<file path="src/rtl/sync_recover_if.sv">
// Signal bundle between a sync-line source and the sync_recover timing-recovery block.
// TOTAL must match the TOTAL of the sync_recover instance it connects to.
interface sync_recover_if #(
    parameter int TOTAL = 800
);
    localparam int W = $clog2(TOTAL);

    logic                enable;
    logic                sync_in;
    logic                locked;
    logic                error;
    logic                blank;
    logic                active;
    logic signed [W:0]   counter;
    logic        [W+1:0] meas_period;
    logic        [W+1:0] meas_width;

    modport master (
        output enable, sync_in,
        input  locked, error, blank, active, counter, meas_period, meas_width
    );

    modport slave (
        input  enable, sync_in,
        output locked, error, blank, active, counter, meas_period, meas_width
    );
endinterface

</file>
<file path="src/rtl/sync_recover.sv">
// Sync-line receiver: measures pulse period/width, locks after LOCK_COUNT good lines and
// regenerates the signed position counter (negative = blanking, 0..RESOLUTION-1 = active).
module sync_recover #(
    parameter int RESOLUTION  = 640,
    parameter int FRONT_PORCH = 16,
    parameter int SYNC_PULSE  = 96,
    parameter int BACK_PORCH  = 48,
    parameter int TOTAL       = 800,
    parameter int LOCK_COUNT  = 4,
    parameter bit SYNC_POL    = 1'b1
) (
    input  logic           clk,
    input  logic           reset_n,
    sync_recover_if.slave  bus
);
    localparam int W  = $clog2(TOTAL);
    localparam int GW = $clog2(LOCK_COUNT + 1);

    localparam logic signed [W:0] CNT_START  = (W+1)'(-(FRONT_PORCH + SYNC_PULSE + BACK_PORCH));
    localparam logic signed [W:0] CNT_RELOAD = (W+1)'(1 - SYNC_PULSE - BACK_PORCH);
    localparam logic signed [W:0] CNT_LAST   = (W+1)'(RESOLUTION - 1);
    localparam logic signed [W:0] CNT_ONE    = (W+1)'(1);

    localparam logic [W+1:0] MEAS_ONE   = (W+2)'(1);
    localparam logic [W+1:0] MEAS_MAX   = (W+2)'(2 * TOTAL);
    localparam logic [W+1:0] TIMEOUT_AT = (W+2)'(2 * TOTAL - 1);
    localparam logic [W+1:0] MEAS_TOTAL = (W+2)'(TOTAL);
    localparam logic [W+1:0] MEAS_SYNC  = (W+2)'(SYNC_PULSE);

    localparam logic [GW-1:0] GOOD_ONE    = GW'(1);
    localparam logic [GW-1:0] LOCK_TARGET = GW'(LOCK_COUNT);

    typedef enum logic [1:0] {
        HUNT    = 2'd0,
        MEASURE = 2'd1,
        LOCKED  = 2'd2
    } state_t;

    function automatic logic [W+1:0] sat_inc(input logic [W+1:0] v);
        return (v >= MEAS_MAX) ? MEAS_MAX : v + MEAS_ONE;
    endfunction

    function automatic logic signed [W:0] next_pos(input logic signed [W:0] c);
        return (c == CNT_LAST) ? CNT_START : c + CNT_ONE;
    endfunction

    state_t                state;
    state_t                state_nxt;
    logic [GW-1:0]         good_cnt;
    logic [GW-1:0]         good_nxt;
    logic [GW-1:0]         good_inc;
    logic                  error_nxt;
    logic                  error;
    logic                  s_prev;
    logic [W+1:0]          period_cnt;
    logic [W+1:0]          width_cnt;
    logic [W+1:0]          meas_period;
    logic [W+1:0]          meas_width;
    logic signed [W:0]     counter;

    logic s;
    logic tick;
    logic rise;
    logic fall;
    logic timeout;
    logic good_line;
    logic locked;

    assign s         = SYNC_POL ? bus.sync_in : ~bus.sync_in;
    assign tick      = bus.enable;
    assign rise      = tick & s & ~s_prev;
    assign fall      = tick & ~s & s_prev;
    // A rise always takes precedence over the period timeout.
    assign timeout   = tick & ~rise & (period_cnt == TIMEOUT_AT);
    assign good_line = (period_cnt == MEAS_TOTAL) && (meas_width == MEAS_SYNC);
    assign good_inc  = good_cnt + GOOD_ONE;

    always_comb begin
        state_nxt = state;
        good_nxt  = good_cnt;
        error_nxt = 1'b0;
        case (state)
            HUNT: begin
                good_nxt = '0;
                if (rise) begin
                    state_nxt = MEASURE;
                end
            end
            MEASURE: begin
                if (rise) begin
                    if (good_line) begin
                        good_nxt = good_inc;
                        if (good_inc == LOCK_TARGET) begin
                            state_nxt = LOCKED;
                        end
                    end else begin
                        good_nxt = '0;
                    end
                end else if (timeout) begin
                    state_nxt = HUNT;
                    good_nxt  = '0;
                end
            end
            LOCKED: begin
                if (rise) begin
                    if (!good_line) begin
                        state_nxt = MEASURE;
                        good_nxt  = '0;
                        error_nxt = 1'b1;
                    end
                end else if (timeout) begin
                    state_nxt = HUNT;
                    good_nxt  = '0;
                    error_nxt = 1'b1;
                end
            end
            default: begin
                state_nxt = HUNT;
                good_nxt  = '0;
            end
        endcase
    end

    always_ff @(posedge clk or negedge reset_n) begin
        if (!reset_n) begin
            state    <= HUNT;
            good_cnt <= '0;
            error    <= 1'b0;
        end else begin
            state    <= state_nxt;
            good_cnt <= good_nxt;
            error    <= error_nxt;
        end
    end

    always_ff @(posedge clk or negedge reset_n) begin
        if (!reset_n) begin
            s_prev      <= 1'b0;
            period_cnt  <= '0;
            width_cnt   <= '0;
            meas_period <= '0;
            meas_width  <= '0;
        end else begin
            if (tick) begin
                s_prev <= s;
            end
            if (rise) begin
                period_cnt <= MEAS_ONE;
            end else if (tick) begin
                period_cnt <= sat_inc(period_cnt);
            end
            if (rise) begin
                width_cnt <= MEAS_ONE;
            end else if (tick && s && s_prev) begin
                width_cnt <= sat_inc(width_cnt);
            end
            if (fall) begin
                meas_width <= width_cnt;
            end
            if (rise && state != HUNT) begin
                meas_period <= period_cnt;
            end
        end
    end

    // Reload on rise so the counter matches the generator with zero latency.
    always_ff @(posedge clk or negedge reset_n) begin
        if (!reset_n) begin
            counter <= CNT_START;
        end else if (rise) begin
            counter <= CNT_RELOAD;
        end else if (tick) begin
            if (state == HUNT || timeout) begin
                counter <= CNT_START;
            end else begin
                counter <= next_pos(counter);
            end
        end
    end

    assign locked          = (state == LOCKED);
    assign bus.locked      = locked;
    assign bus.error       = error;
    assign bus.blank       = ~locked | counter[W];
    assign bus.active      = locked & ~counter[W];
    assign bus.counter     = counter;
    assign bus.meas_period = meas_period;
    assign bus.meas_width  = meas_width;
endmodule
</file>
<file path="src/flat_wrapper.sv">
// flat-port wrapper written by rule: the top's interface ports become plain ports
module sync_recover_flat 
#(
    parameter int RESOLUTION  = 640,
    parameter int FRONT_PORCH = 16,
    parameter int SYNC_PULSE  = 96,
    parameter int BACK_PORCH  = 48,
    parameter int TOTAL       = 800,
    parameter int LOCK_COUNT  = 4,
    parameter bit SYNC_POL    = 1'b1
)
  (clk, reset_n, bus_enable, bus_sync_in, bus_locked, bus_error, bus_blank, bus_active, bus_counter, bus_meas_period, bus_meas_width);
  sync_recover_if #(.TOTAL(TOTAL)) bus_i ();
  input  logic clk;
  input  logic reset_n;
  input wire logic [$bits(bus_i.enable)-1:0] bus_enable;
  input wire logic [$bits(bus_i.sync_in)-1:0] bus_sync_in;
  output wire logic [$bits(bus_i.locked)-1:0] bus_locked;
  output wire logic [$bits(bus_i.error)-1:0] bus_error;
  output wire logic [$bits(bus_i.blank)-1:0] bus_blank;
  output wire logic [$bits(bus_i.active)-1:0] bus_active;
  output wire logic [$bits(bus_i.counter)-1:0] bus_counter;
  output wire logic [$bits(bus_i.meas_period)-1:0] bus_meas_period;
  output wire logic [$bits(bus_i.meas_width)-1:0] bus_meas_width;
  assign bus_i.enable = bus_enable;
  assign bus_i.sync_in = bus_sync_in;
  assign bus_locked = bus_i.locked;
  assign bus_error = bus_i.error;
  assign bus_blank = bus_i.blank;
  assign bus_active = bus_i.active;
  assign bus_counter = bus_i.counter;
  assign bus_meas_period = bus_i.meas_period;
  assign bus_meas_width = bus_i.meas_width;
  sync_recover #(.RESOLUTION(RESOLUTION), .FRONT_PORCH(FRONT_PORCH), .SYNC_PULSE(SYNC_PULSE), .BACK_PORCH(BACK_PORCH), .TOTAL(TOTAL), .LOCK_COUNT(LOCK_COUNT), .SYNC_POL(SYNC_POL)) u_core (.clk(clk), .reset_n(reset_n), .bus(bus_i));
endmodule
</file>
<file path="config.mk">
export PLATFORM = sky130hd
export DESIGN_NAME = sync_recover_flat
export DESIGN_NICKNAME = d
export VERILOG_FILES = /design/src/rtl/sync_recover_if.sv /design/src/rtl/sync_recover.sv /design/src/flat_wrapper.sv
export SDC_FILE = /design/constraint.sdc
export NUM_CORES = 1
export LEC_CHECK = 0
export BUFFER_PORTS_ARGS = -buffer_cell sky130_fd_sc_hd__buf_2
export CAP_MARGIN = 25
export CORE_AREA = 5 5 89 91
export CTS_BUF_LIST = sky130_fd_sc_hd__clkbuf_16
export CTS_CLUSTER_DIAMETER = 150
export CTS_CLUSTER_SIZE = 40
export DETAILED_ROUTE_END_ITERATION = 8
export DIE_AREA = 0 0 94 96
export PLACE_DENSITY = 0.81
export SKIP_LAST_GASP = 1
export SYNTH_ARGS = -nofsm -noshare
export SYNTH_HDL_FRONTEND = slang
export SYNTH_SLANG_ARGS = --single-unit
export TNS_END_PERCENT = 1
</file>
<file path="constraint.sdc">
create_clock -name clk -period 2.35 [get_ports clk]
set_input_delay 0.235 -clock clk [delete_from_list [all_inputs] [get_ports clk]]
set_output_delay 0.235 -clock clk [all_outputs]
set_load 0.1 [all_outputs]
</file>
# [Word level (Yosys, flattened, before mapping)]
# Index checks and enable logic that the tools add are counted.
[word_totals] reg_bits=66 inputBits=4 output_inout_bits=39 elab_cells=77
[op_classes] add_sub_neg=4 order_cmp=2 eq_ne=11 n_mux=28 n_bitwise=13 n_reduce_logical=10
[ops] op="$mux 12" n=6
[ops] op="$mux 11" n=4
[ops] op="$add 12x1->12 const B" n=2
[ops] op="$ge 12x11->1 const B" n=2
[ops] op="$mux 3" n=5
[ops] op="$mux 2" n=7
[ops] op="$eq 12x10->1 const B" n=1
[ops] op="$eq 12x11->1 const B" n=1
[ops] op="$eq 12x7->1 const B" n=1
[ops] op="$add 11x2->11 const B" n=1
[ops] op="$eq 11x11->1 const B" n=1
[ops] op="$ne 3x3->1 const B" n=3
[ops] op="$and 1x1->1" n=7
[ops] op="$pmux 2 s3" n=1
[ops] op="$pmux 3 s2" n=1
[ops] op="$reduce_bool 2->1" n=3
[ops] op="$not 1->1" n=5
[ops] op="$logic_and 1x1->1" n=4
[ops] op="$mux 1" n=4
[ops] op="$reduce_and 4->1" n=1
[ops] op="$add 3x1->3 const B" n=1
[ops] op="$eq 3x3->1 const B" n=1
[ops] op="$eq 2x1->1 const B" n=1
[ops] op="$eq 2x2->1 const B" n=1
[ops] op="4 further kinds" n=4

# [Longest topological paths before layout]
# Gate-level depths: netlist of run 1.
[depth] ltp_word=9 ltp_mapped=8 ltp_nobuf=7

# [Worst setup path after synthesis of run 1]
# No wires, ideal clock.
[synth_timing] kind="register -> output" from="register u_core.state[0]" to="output bus_active" arrival_time_ps=3176 required_ps=2115 path_slack_ps=-1061 path_stages_with_launch=6 n_path_buf=1 path_cell_list="dfrtp_1 inv_1 ha_1 clkbuf_1 nand2b_1 inv_1"
[synth_via] elab_chain_cells=2
[synth_lines] item="start, declared" line="sync_recover.sv:47" text="state_t state;"
[synth_lines] item="start signal, assigned" line="sync_recover.sv:130" text="state <= state_nxt;"
[synth_lines] item="$eq 2x2->1" line="sync_recover.sv:181" text="assign locked = (state == LOCKED);"
[synth_lines] item="named net bus_locked" line="flat_wrapper.sv:18" text="output wire logic [$bits(bus_i.locked)-1:0] bus_locked;"
[synth_lines] item="$and 1x1->1" line="sync_recover.sv:185" text="assign bus.active = locked & ~counter[W];"
[synth_lines] item="end, declared" line="flat_wrapper.sv:21" text="output wire logic [$bits(bus_i.active)-1:0] bus_active;"
# The timed path passes the listed nets, and every way through them passes these cells.

# [Final worst setup path of run 1]
[layout_timing] from="register u_core.period_cnt[0]" to="register u_core.state[0]"
[layout_via] elab_chain_cells=5 elab_cells_between_ends=11 cone_classes="eq/ne (4); mux (4); bitwise (1); reduce/logical (2)"
[layout_lines] item="start, declared" line="sync_recover.sv:55" text="logic [W+1:0] period_cnt;"
[layout_lines] item="start signal, assigned" line="sync_recover.sv:150" text="period_cnt <= sat_inc(period_cnt);"
[layout_lines] item="$eq 12x11->1" line="sync_recover.sv:74" text="assign timeout = tick & ~rise & (period_cnt == TIMEOUT_AT);"
[layout_lines] item="$and 1x1->1" line="sync_recover.sv:74"
[layout_lines] item="$mux 2"
[layout_lines] item="$mux 2, on equally long branches"
[layout_lines] item="$pmux 2 s3"
# Parallel ways exist; a longest one is shown, timed or not.
# A chain may end at the register's enable or synchronous reset.

==> results.md, run 1 <==
- Status: completed
- Worst setup SP type: flop
- Worst path slowest cell: dfrtp_1
- CTS clock-pin slew for the worst setup and hold paths: approximately 0.050 ns
- Slowest stage delay, CP: roughly 0.38 ns
- Vias: 3064
- Top cell family by delay on the critical path: simple AND/OR/NAND/NOR gates
- Commonest cells after routing, fill and taps aside: 54 x dfrtp_1, 42 x buf_2, 32 x nand2_1, 27 x o21ai_0, 21 x mux2_2
- First-pass iteration count of the detailed router: 6
- RSZ-0062 raised after global routing: false
- Area of the multi-input gates: 1790 um^2
- CTS tree: yes
- Final cycle utilization of the critical path: 0.934
- Register area: between 1500 and 2000 um^2
- Vias in the first global route: approximately 3000
- Clock root buffer: clkbuf_16
- Critical-path maximum fanout: 3
- EDFF count, synth: 0
- Worst-Margin Slew: 0.622 ns
- CTS Sinks: 66
- Crit Path Class: flop to flop
- Starting DRT DRC Count: between 200 and 250
- VDD IR max: 0.718 mV
- GPL Wtd Cong: 0.842
- Grt ovf: 0
- Setup WS pre-CTS: between 0.09 and 0.1 ns
- N_diodes: 0
- Standard-cell rows: 31
- Syn Area/Cell: 9.94 um^2
- Post-CTS Setup Repair Bufs: 0
- Endpoints failing setup: 0
- Layout area overhead: 22.4%
- H-Tree Depth: 3
- Hold slack final: 0.212 ns
- Final ANT Viol Nets: 0
- Hold crit path type: primary input to flop
- Initial Util: 0.505
- Finished Core Util: 0.619
- Leakage power: between 1.5 and 2 nW
- Ratio of cells with drive above 1 in the final layout: 0.287
- Final WS setup: approximately 0.16 ns
- First-pass GRT wire length: around 15 mm
- Design Power: between 0.004 and 0.005 W
- Inserted Clock Buffers: 9
- Crit-path cells: inv_1 -> ha_1 -> nor4bb_2 -> nand4_1 -> or3_1 -> a211o_1 -> a311o_1
- # IOs: 43
- Crit path DAT: 2.41 ns
- Sequential area share after synthesis: 0.465
- Final Hold Violating Endpoints: 0
- Fmax: between 400 and 500 MHz
- Routed wire length: 8.70 mm
- Via/cell ratio: 5.96
- Die Wd: 94 um
- Most common cell after layout, fill and taps aside: dfrtp_1
- DRC: 0
- Syn_nets: 374
- Chip height: around 96 um
- Fin crit period: 2.19 ns
- Synthesized instance count: ~360
- Max Cap Viol: 0
- Async SR Flop Fraction: 1.00
- DPL Wire Length: approximately 6 mm
- Nets: between 400 and 500
- # fillers: 572
- Clk_skew: between 0.005 and 0.006 ns
- Critical Path RT: roughly 2.6 ns
- Setup TNS: 0 ns
- Reg-to-Reg Start: u_core.period_cnt[0]
- Largest net degree at the start of global routing: between 50 and 60
- Synth Cell Area: between 3000 and 4000 um^2
- Core area: about 7100 um^2
- Worst slew margin: 0.582
- #FFs+latches synth: 66
- Clk buf depth: 2
- Port bufs: 42
- Worst setup startpoint: u_core.period_cnt[0]
- Post-synth cell types: 59
- Main synth FF type: dfrtp_1
- Crit path capture type: flop
- Max-slew violations: 0
- Clock Latency Late Sink: roughly 0.33 ns
- Yosys Warn Count: 0
- Initial antenna violation count: 0
- Die ar.: approximately 9000 um^2
- WP buf/inv: 1
- Hold Path Origin: bus_enable
- Global Route Usage Sum: 0.210
- WL per Instance: 16.9 um
- PD cells: roughly 1100 nW/um^2
## cell type report
class,instances,share of cell area
well taps,99,0.0284
clock buffers,9,0.0516
flip-flops and latches,66,0.382
multi-input cells,261,0.411
repair buffers,56,0.0756
inverters,16,0.0146
clock inverters,7,0.0375
## worst paths after layout
check                                                  to  depth (start not counted)  slack, ns
worst min-delay path                u_core.period_cnt[11]                          2       0.21
min in group asynchronous       u_core.bus.meas_period[3]                          2       0.35
worst min register to register  u_core.bus.meas_period[4]                          1       0.50
max in group asynchronous           u_core.bus.counter[9]                          3       1.36
worst max-delay path                      u_core.state[0]                          7       0.16
worst max register to register            u_core.state[0]                          7       0.16
## synthesized netlist by cell type (10+ instances only)
cell / instances / area (um^2)
nand3_1: 17 / 85.1
dfrtp_1: 61 / 1530
a21oi_1: 18 / 90.1
mux2_2: 21 / 236
nor2_1: 18 / 67.6
nand2_1: 32 / 120
ha_1: 11 / 138
o21ai_0: 27 / 135
nor3_1: 12 / 60.1
clkbuf_1: 10 / 37.5
inv_1: 16 / 60.1
## registers in the layout, summed over array words and instances, names as in the netlist
register                flops
u_core.state                2
u_core.bus.error            1
u_core.good_cnt             3
u_core.period_cnt          12
u_core.width_cnt           12
u_core.bus.counter         11
u_core.bus.meas_period     12
u_core.bus.meas_width      12
u_core.s_prev               1
## kinds of logic (layout without fill, tap and decap cells)
logic type / Yosys count / count (layout) / share of synthesized area
buffers and inverters: 32 / 88 / 0.0400
DFF: 66 / 66 / 0.465
muxes: 23 / 23 / 0.0719
and+or+nand+nor: 133 / 133 / 0.211
xor gates and xnor gates: 4 / 4 / 0.00982
adders and majority gates: 11 / 11 / 0.0386
AOI/OAI and AO/OA: 90 / 90 / 0.164
## worst reg2reg max path: cells and delay by family (launching register included)
kind / cells / cell delay (ns)
adders and majority gates: 1 / 0.18
and+or+nand+nor: 3 / 0.78
DFF: 1 / 0.38
AOI/OAI and AO/OA: 2 / 0.63
buffers and inverters: 1 / 0.10
## through the flow
| step | cells | cell area (um^2) |
|---|---|---|
| after floorplan | 359 | 3600 |
| after global placement | 497 | 3960 |
| after detailed placement | 497 | 3960 |
| after CTS | 514 | 4360 |
| after global routing | 514 | 4370 |
| final | 514 | 4370 |
## what timing repair did
action                                  CTS  global route
hold buffers                              1             0
endpoints found under the setup margin    0             1
hold endpoints to repair                 13             0
gates resized for setup                   0             1
## routing by layer
| metal | up-vias | global-route usage | wire (um) |
|---|---|---|---|
| li1 | 1426 | - | - |
| met1 | 1504 | 0.266 | 3730 |
| met2 | 116 | 0.351 | 4300 |
| met3 | 18 | 0.0391 | 481 |
| met4 | 0 | 0.0927 | 197 |
| met5 | - | 0 | 0 |
## power breakdown
group | internal [W] | total, W | switching [W]
Clock | 0.00125 | 0.00176 | 0.000506
Sequential | 0.00129 | 0.00147 | 0.000181
Combinational | 0.000420 | 0.00160 | 0.00118
No activity file was read; power rests on OpenSTA's default activity.
==> run 2, diff against run 1 <==
--- a/config.mk
+++ b/config.mk
@@ -14,6 +14,7 @@
 export DETAILED_ROUTE_END_ITERATION = 8
 export DIE_AREA = 0 0 94 96
 export PLACE_DENSITY = 0.81
+export REMOVE_ABC_BUFFERS = 1
 export SKIP_LAST_GASP = 1
 export SYNTH_ARGS = -nofsm -noshare
 export SYNTH_HDL_FRONTEND = slang
==> run 2 against run 1 <==
- via count is 0.62% lower
- power shrank 8.2%
- setup slack worse by 0.078 ns
- critical path type unchanged
- largest power group is now combinational cells
- worst hold slack better by 0.019 ns
- sequential share of layout area up 0.87 points
- count of clock-buffer cells in the layout unchanged
==> results.md, run 2 (synthesis gave the netlist of run 1 again) <==
- Status: completed
- Clk buf depth: 2 (unchanged)
- WL per Instance: 16.2 um (-4.4%)
- Worst path slowest cell: or3_4
- Ratio of cells with drive above 1 in the final layout: 0.257 (-0.0301)
- Starting DRT DRC Count: 317 (+38%)
- Slowest stage delay, CP: 0.42 ns (+0.04 ns)
- Endpoints failing setup: 0 (unchanged)
- CTS clock-pin slew for the worst setup and hold paths: 0.06 ns (about the same)
- Clk_skew: 0.00709 ns (+0.00135 ns)
- Core area: 7060 um^2 (unchanged)
- Max-slew violations: 0 (unchanged)
- Final cycle utilization of the critical path: 0.967 (+0.0331)
- Gate power share: 0.356 (+0.026)
- Die ar.: 9020 um^2 (unchanged)
- Crit path capture type: flop
- DRC: 0 (unchanged)
- Global Route Usage Sum: 0.206 (-0.00442)
- First-pass GRT wire length: 14.5 mm (-1.6%)
- Clock Latency Late Sink: 0.33 ns (about the same)
- Standard-cell rows: 31 (unchanged)
- Largest net degree at the start of global routing: 43 (-20%)
- Initial Util: 0.505 (unchanged)
- Worst slew margin: 0.403 (-0.179)
- Fin crit period: 2.27 ns (+0.0777 ns)
- Vias in the first global route: 2994 (-0.93%)
- Crit path DAT: 2.48 ns (+0.07 ns)
- Fin cells: 512 (-0.39%)
- Nets: 423 (-0.47%)
- Clock power share: 0.313 (-0.051)
- Crit Path Class: flop to flop
- Max Cap Viol: 0 (unchanged)
- Layout area overhead: 19.0%
- Final Hold Violating Endpoints: 0 (unchanged)
- CTS tree: yes
- DPL Wire Length: 5.67 mm (-5.6%)
- Finished Core Util: 0.602 (-0.0170)
- H-Tree Depth: 3 (unchanged)
- Crit-path cells: inv_1 -> ha_1 -> nor4bb_2 -> nand4_1 -> or3_4 -> a211o_1 -> a311o_1
- N_diodes: 0 (unchanged)
- Grt ovf: 0 (unchanged)
- Inserted Clock Buffers: 9 (unchanged)
- Final ANT Viol Nets: 0 (unchanged)
- Worst setup SP type: flop
- Inst Count DP: 495 (-0.40%)
- Vias: 3045 (-0.62%)
- Switch share: 0.412 (+0.0257)
- Post-CTS Setup Repair Bufs: 0 (unchanged)
- Hold crit path type: primary input to flop
- PD cells: 1040 nW/um^2 (-5.7%)
- GPL Wtd Cong: 0.869 (+3.2%)
- Most common cell after layout, fill and taps aside: dfrtp_1
- # IOs: 43 (unchanged)
- Leakage power: 1.94 nW (-1.7%)
- Commonest cells after routing, fill and taps aside: 61 x dfrtp_1, 42 x buf_2, 32 x nand2_1, 27 x o21ai_0, 21 x mux2_2
- Switching Power: 0.00182 W (-2.2%)
- Clock root buffer: clkbuf_16
- Critical-path maximum fanout: 3 (unchanged)
- Flop pwr share: 0.331 (+0.026)
- Fmax: 440 MHz (-3.4%)
- Chip height: 96 um (unchanged)
- Initial antenna violation count: 0 (unchanged)
- Pint: 0.00261 W (-12%)
- Via/cell ratio: 5.95 (-0.23%)
- Routed wire length: 8.28 mm (-4.8%)
- Design Power: 0.00443 W (-8.2%)
- VDD IR max: 0.673 mV (-6.2%)
- Critical Path RT: 2.56 ns (about the same)
- Worst-Margin Slew: 0.892 ns (+0.270 ns)
- Port bufs: 42 (unchanged)
- CTS Sinks: 66 (unchanged)
- First-pass iteration count of the detailed router: 5 (-1)
- Die Wd: 94 um (unchanged)
run 2: cell count changes in the layout (fill, tap and decap cells not counted), moves of 2 or more:
cell       change
dfrtp_2        -7
bufinv_16      -3
buf_4          -2
dfrtp_1        +7
inv_1          +2
run 2: power by group through the flow:
stage          Sequential (W)  Combinational [W]  Clock [W]
2_1_floorplan         0.00210           0.000586          0
3_3_place_gp          0.00147            0.00152          0
3_5_place_dp          0.00148            0.00155          0
4_1_cts               0.00146            0.00157    0.00142
5_1_grt               0.00149            0.00169    0.00147
6_report              0.00146            0.00158    0.00139
run 2: worst max-delay path: cells and delay by family, from the launching register on:
| kind | cells | cell delay, ns |
|---|---|---|
| simple gates | 3 | 0.89 |
| flops | 1 | 0.37 |
| compound gates | 2 | 0.63 |
| fa+ha+maj | 1 | 0.17 |
| buf+inv | 1 | 0.09 |
run 2: area by class of cell:
cell class,instances,area (um^2)
Fill cell,600,2810
Sequential cell,66,1660
Inverter,16,60.1
Multi-Input combinational cell,261,1780
Clock inverter,7,85.1
Timing Repair Buffer,54,315
Tap cell,99,124
Clock buffer,9,225
run 2: path summary, 6_finish.rpt:
check,start,to,slack (ns),cells after the start
hold reg to reg,u_core.bus.meas_period[3],u_core.bus.meas_period[3],0.50,1
min in group asynchronous,reset_n,u_core.bus.meas_period[5],0.44,2
setup reg to reg,u_core.period_cnt[0],u_core.state[0],0.08,7
hold / removal,bus_sync_in,u_core.width_cnt[11],0.23,2
max in group asynchronous,reset_n,u_core.bus.counter[10],1.22,3
setup / recovery,u_core.period_cnt[0],u_core.state[0],0.08,7
run 2: what timing repair did:
item / 4_1_cts / 5_1_grt
endpoints found under the setup margin: 0 / 1
hold buffers: 1 / 0
endpoints found under the hold margin: 24 / 0
gates resized for setup: 0 / 3
run 2: per-stage QoR:
stage               TNS, ns  cell area [um^2]  setup slack (ns)  hold slack [ns]
finish                    0              4250            0.0776            0.231
global route        -0.0423              4250           -0.0423            0.258
CTS                       0              4230             0.105            0.216
detailed placement        0              3910             0.120            0.278
global placement          0              3910             0.204            0.258
floorplan             -1.50              3480             -1.16          -0.0606
run 2: per-layer routing:
| metal | up-vias | GRT usage | share of wire | wire, um |
|---|---|---|---|---|
| li1 | 1426 | - | - | - |
| met1 | 1476 | 0.265 | 0.44 | 3660 |
| met2 | 122 | 0.328 | 0.48 | 3940 |
| met3 | 21 | 0.0633 | 0.064 | 532 |
| met4 | 0 | 0.0758 | 0.018 | 153 |
| met5 | - | 0 | 0 | 0 |
==> run 3, diff against run 2 <==
--- a/config.mk
+++ b/config.mk
@@ -6,13 +6,13 @@
 export NUM_CORES = 1
 export LEC_CHECK = 0
 export BUFFER_PORTS_ARGS = -buffer_cell sky130_fd_sc_hd__buf_2
-export CAP_MARGIN = 25
-export CORE_AREA = 5 5 89 91
+export CAP_MARGIN = 20
+export CORE_AREA = 2 2 86 88
 export CTS_BUF_LIST = sky130_fd_sc_hd__clkbuf_16
 export CTS_CLUSTER_DIAMETER = 150
 export CTS_CLUSTER_SIZE = 40
 export DETAILED_ROUTE_END_ITERATION = 8
-export DIE_AREA = 0 0 94 96
+export DIE_AREA = 0 0 88 90
 export PLACE_DENSITY = 0.81
 export REMOVE_ABC_BUFFERS = 1
 export SKIP_LAST_GASP = 1
==> run 3 against run 2 <==
- core utilization grew 0.69 points
- worst hold slack gained 0.0028 ns
- maximum frequency grew 2.7%
- clock power is essentially flat
- combinational power shrank 3%
- sequential power is essentially flat
- critical path depth is the same
- wire length shrank 1.7%
- global-route usage grew 2.1 points
- first-iteration DRC count shrank 11%
- count of clock-buffer cells in the layout is the same
- flip-flop and latch count is the same
- critical endpoint unchanged
- largest power group unchanged
==> results.md, run 3 (synthesis gave the netlist of run 1 again) <==
- Status: completed
- Inst Count DP: 498 (+0.61%)
- Worst setup SP type: flop
- Crit path DAT: 2.43 ns (-0.05 ns)
- Chip height: 90 um (-6.3%)
- Top cell family by delay on the critical path: simple AND/OR/NAND/NOR gates
- Vias in the first global route: 2920 (-2.5%)
- Critical-path maximum fanout: 5 (+2)
- GPL Wtd Cong: 0.888 (+2.2%)
- Leakage power: 1.96 nW (+0.74%)
- CTS tree: yes
- Ratio of cells with drive above 1 in the final layout: 0.264 (+0.00713)
- Most common cell after layout, fill and taps aside: dfrtp_1
- Critical Path RT: 2.57 ns (about the same)
- Hold slack final: 0.234 ns (+0.00285 ns)
- Layout area overhead: 19.7%
- Initial antenna violation count: 0 (unchanged)
- Clock root buffer: clkbuf_16
- Final Hold Violating Endpoints: 0 (unchanged)
- Inserted Clock Buffers: 9 (unchanged)
- Crit-path cells: inv_1 -> ha_1 -> nor4bb_4 -> nand4_1 -> or3_4 -> a211o_1 -> a311o_1
- PD cells: 1030 nW/um^2 (-0.89%)
- Via/cell ratio: 5.81 (-2.2%)
- CTS Sinks: 66 (unchanged)
- Fin cells: 516 (+0.78%)
- Port bufs: 42 (unchanged)
- Starting DRT DRC Count: 283 (-11%)
- Final cycle utilization of the critical path: 0.942 (-0.0255)
- Final ANT Viol Nets: 0 (unchanged)
- DPL Wire Length: 5.69 mm (+0.38%)
- Nets: 427 (+0.95%)
- CTS clock-pin slew for the worst setup and hold paths: 0.05 ns (about the same)
- Crit Path Class: flop to flop
- Core area: 7020 um^2 (-0.55%)
- Hold crit path type: primary input to flop
- Die Wd: 88 um (-6.4%)
- N_diodes: 0 (unchanged)
- Vias: 3000 (-1.5%)
- # IOs: 43 (unchanged)
- VDD IR max: 0.454 mV (-32%)
- # fillers: 552 (-8.0%)
- Worst-Margin Slew: 0.877 ns (-0.0150 ns)
- Global Route Usage Sum: 0.227 (+0.0211)
- Largest net degree at the start of global routing: 25 (-42%)
- RSZ-0062 raised after global routing: false
- Max-slew violations: 0 (unchanged)
- First-pass GRT wire length: 14.0 mm (-3.7%)
- DRC: 0 (unchanged)
- Die ar.: 7920 um^2 (-12%)
- Commonest cells after routing, fill and taps aside: 61 x dfrtp_1, 42 x buf_2, 32 x nand2_1, 27 x o21ai_0, 21 x mux2_2
- Clock Latency Late Sink: 0.34 ns (about the same)
- Crit path capture type: flop
- Grt ovf: 0 (unchanged)
- Slowest stage delay, CP: 0.42 ns (about the same)
- Reg-to-Reg Start: u_core.period_cnt[1]
- Clk buf depth: 2 (unchanged)
- Standard-cell rows: 31 (unchanged)
- H-Tree Depth: 3 (unchanged)
- Fmax: 452 MHz (+2.7%)
- Worst path slowest cell: dfrtp_1
- Max Cap Viol: 0 (unchanged)
- Clk_skew: 0.00672 ns (-0.000371 ns)
- WL per Instance: 15.8 um (-2.5%)
- Endpoints failing setup: 0 (unchanged)
- First-pass iteration count of the detailed router: 4 (-1)
- Routed wire length: 8.14 mm (-1.7%)
- Initial Util: 0.508 (+0.00279)
- Fin crit period: 2.21 ns (-0.0598 ns)
- Worst setup startpoint: u_core.period_cnt[1]
- WP buf/inv: 1 (unchanged)
- Worst slew margin: 0.413 (+0.0101)
- Hold Path Origin: bus_sync_in
- Design Power: 0.00442 W (-0.31%)
[run 3: final cells by class]
| cell class | instances | area [um^2] | share of cell area |
|---|---|---|---|
| sequential | 66 | 1660 | 0.388 |
| clock buffer | 9 | 225 | 0.0527 |
| clock inverter | 7 | 85.1 | 0.0199 |
| tap | 99 | 124 | 0.0290 |
| inverter | 16 | 60.1 | 0.0141 |
| timing repair buffer | 58 | 333 | 0.0779 |
| multi-input combinational | 261 | 1790 | 0.418 |
[run 3: layer usage]
metal	share of wire	global-route usage	routed length (um)
met3	0.045	0.0514	368
met1	0.45	0.306	3690
met2	0.49	0.344	3960
met4	0.015	0.104	120
met5	0	0	0
[run 3: what timing repair did]
action	4_1_cts	5_1_grt
hold endpoints to repair	18	0
hold buffers	1	0
endpoints found under the setup margin	0	1
resized for setup	0	3
setup buffers	0	1
[run 3: worst paths after layout]
kind                                              to  slack, ns  cells past startpoint
setup / recovery                     u_core.state[0]       0.14                      7
hold / removal                  u_core.width_cnt[11]       0.23                      2
setup reg to reg                     u_core.state[0]       0.14                      7
hold reg to reg            u_core.bus.meas_period[9]       0.50                      1
max in group asynchronous      u_core.bus.counter[5]       1.17                      3
min in group asynchronous        u_core.width_cnt[3]       0.41                      2
[run 3: stage by stage]
stage	TNS [ns]	setup slack (ns)	util	area, um^2
floorplan	-1.50	-1.16	-	3480
detailed placement	0	0.0781	0.559	3920
finish	0	0.137	0.608	4270
CTS	0	0.0803	0.605	4240
global route	0	0.0561	0.608	4270
global placement	0	0.160	0.559	3920
[run 3: power breakdown]
group	total (W)	leakage, nW	internal [W]	switching (W)
combinational	0.00154	0.938	0.000392	0.00114
sequential	0.00148	0.866	0.00129	0.000187
clock	0.00140	0.154	0.000916	0.000488
total	0.00442	1.96	0.00260	0.00182
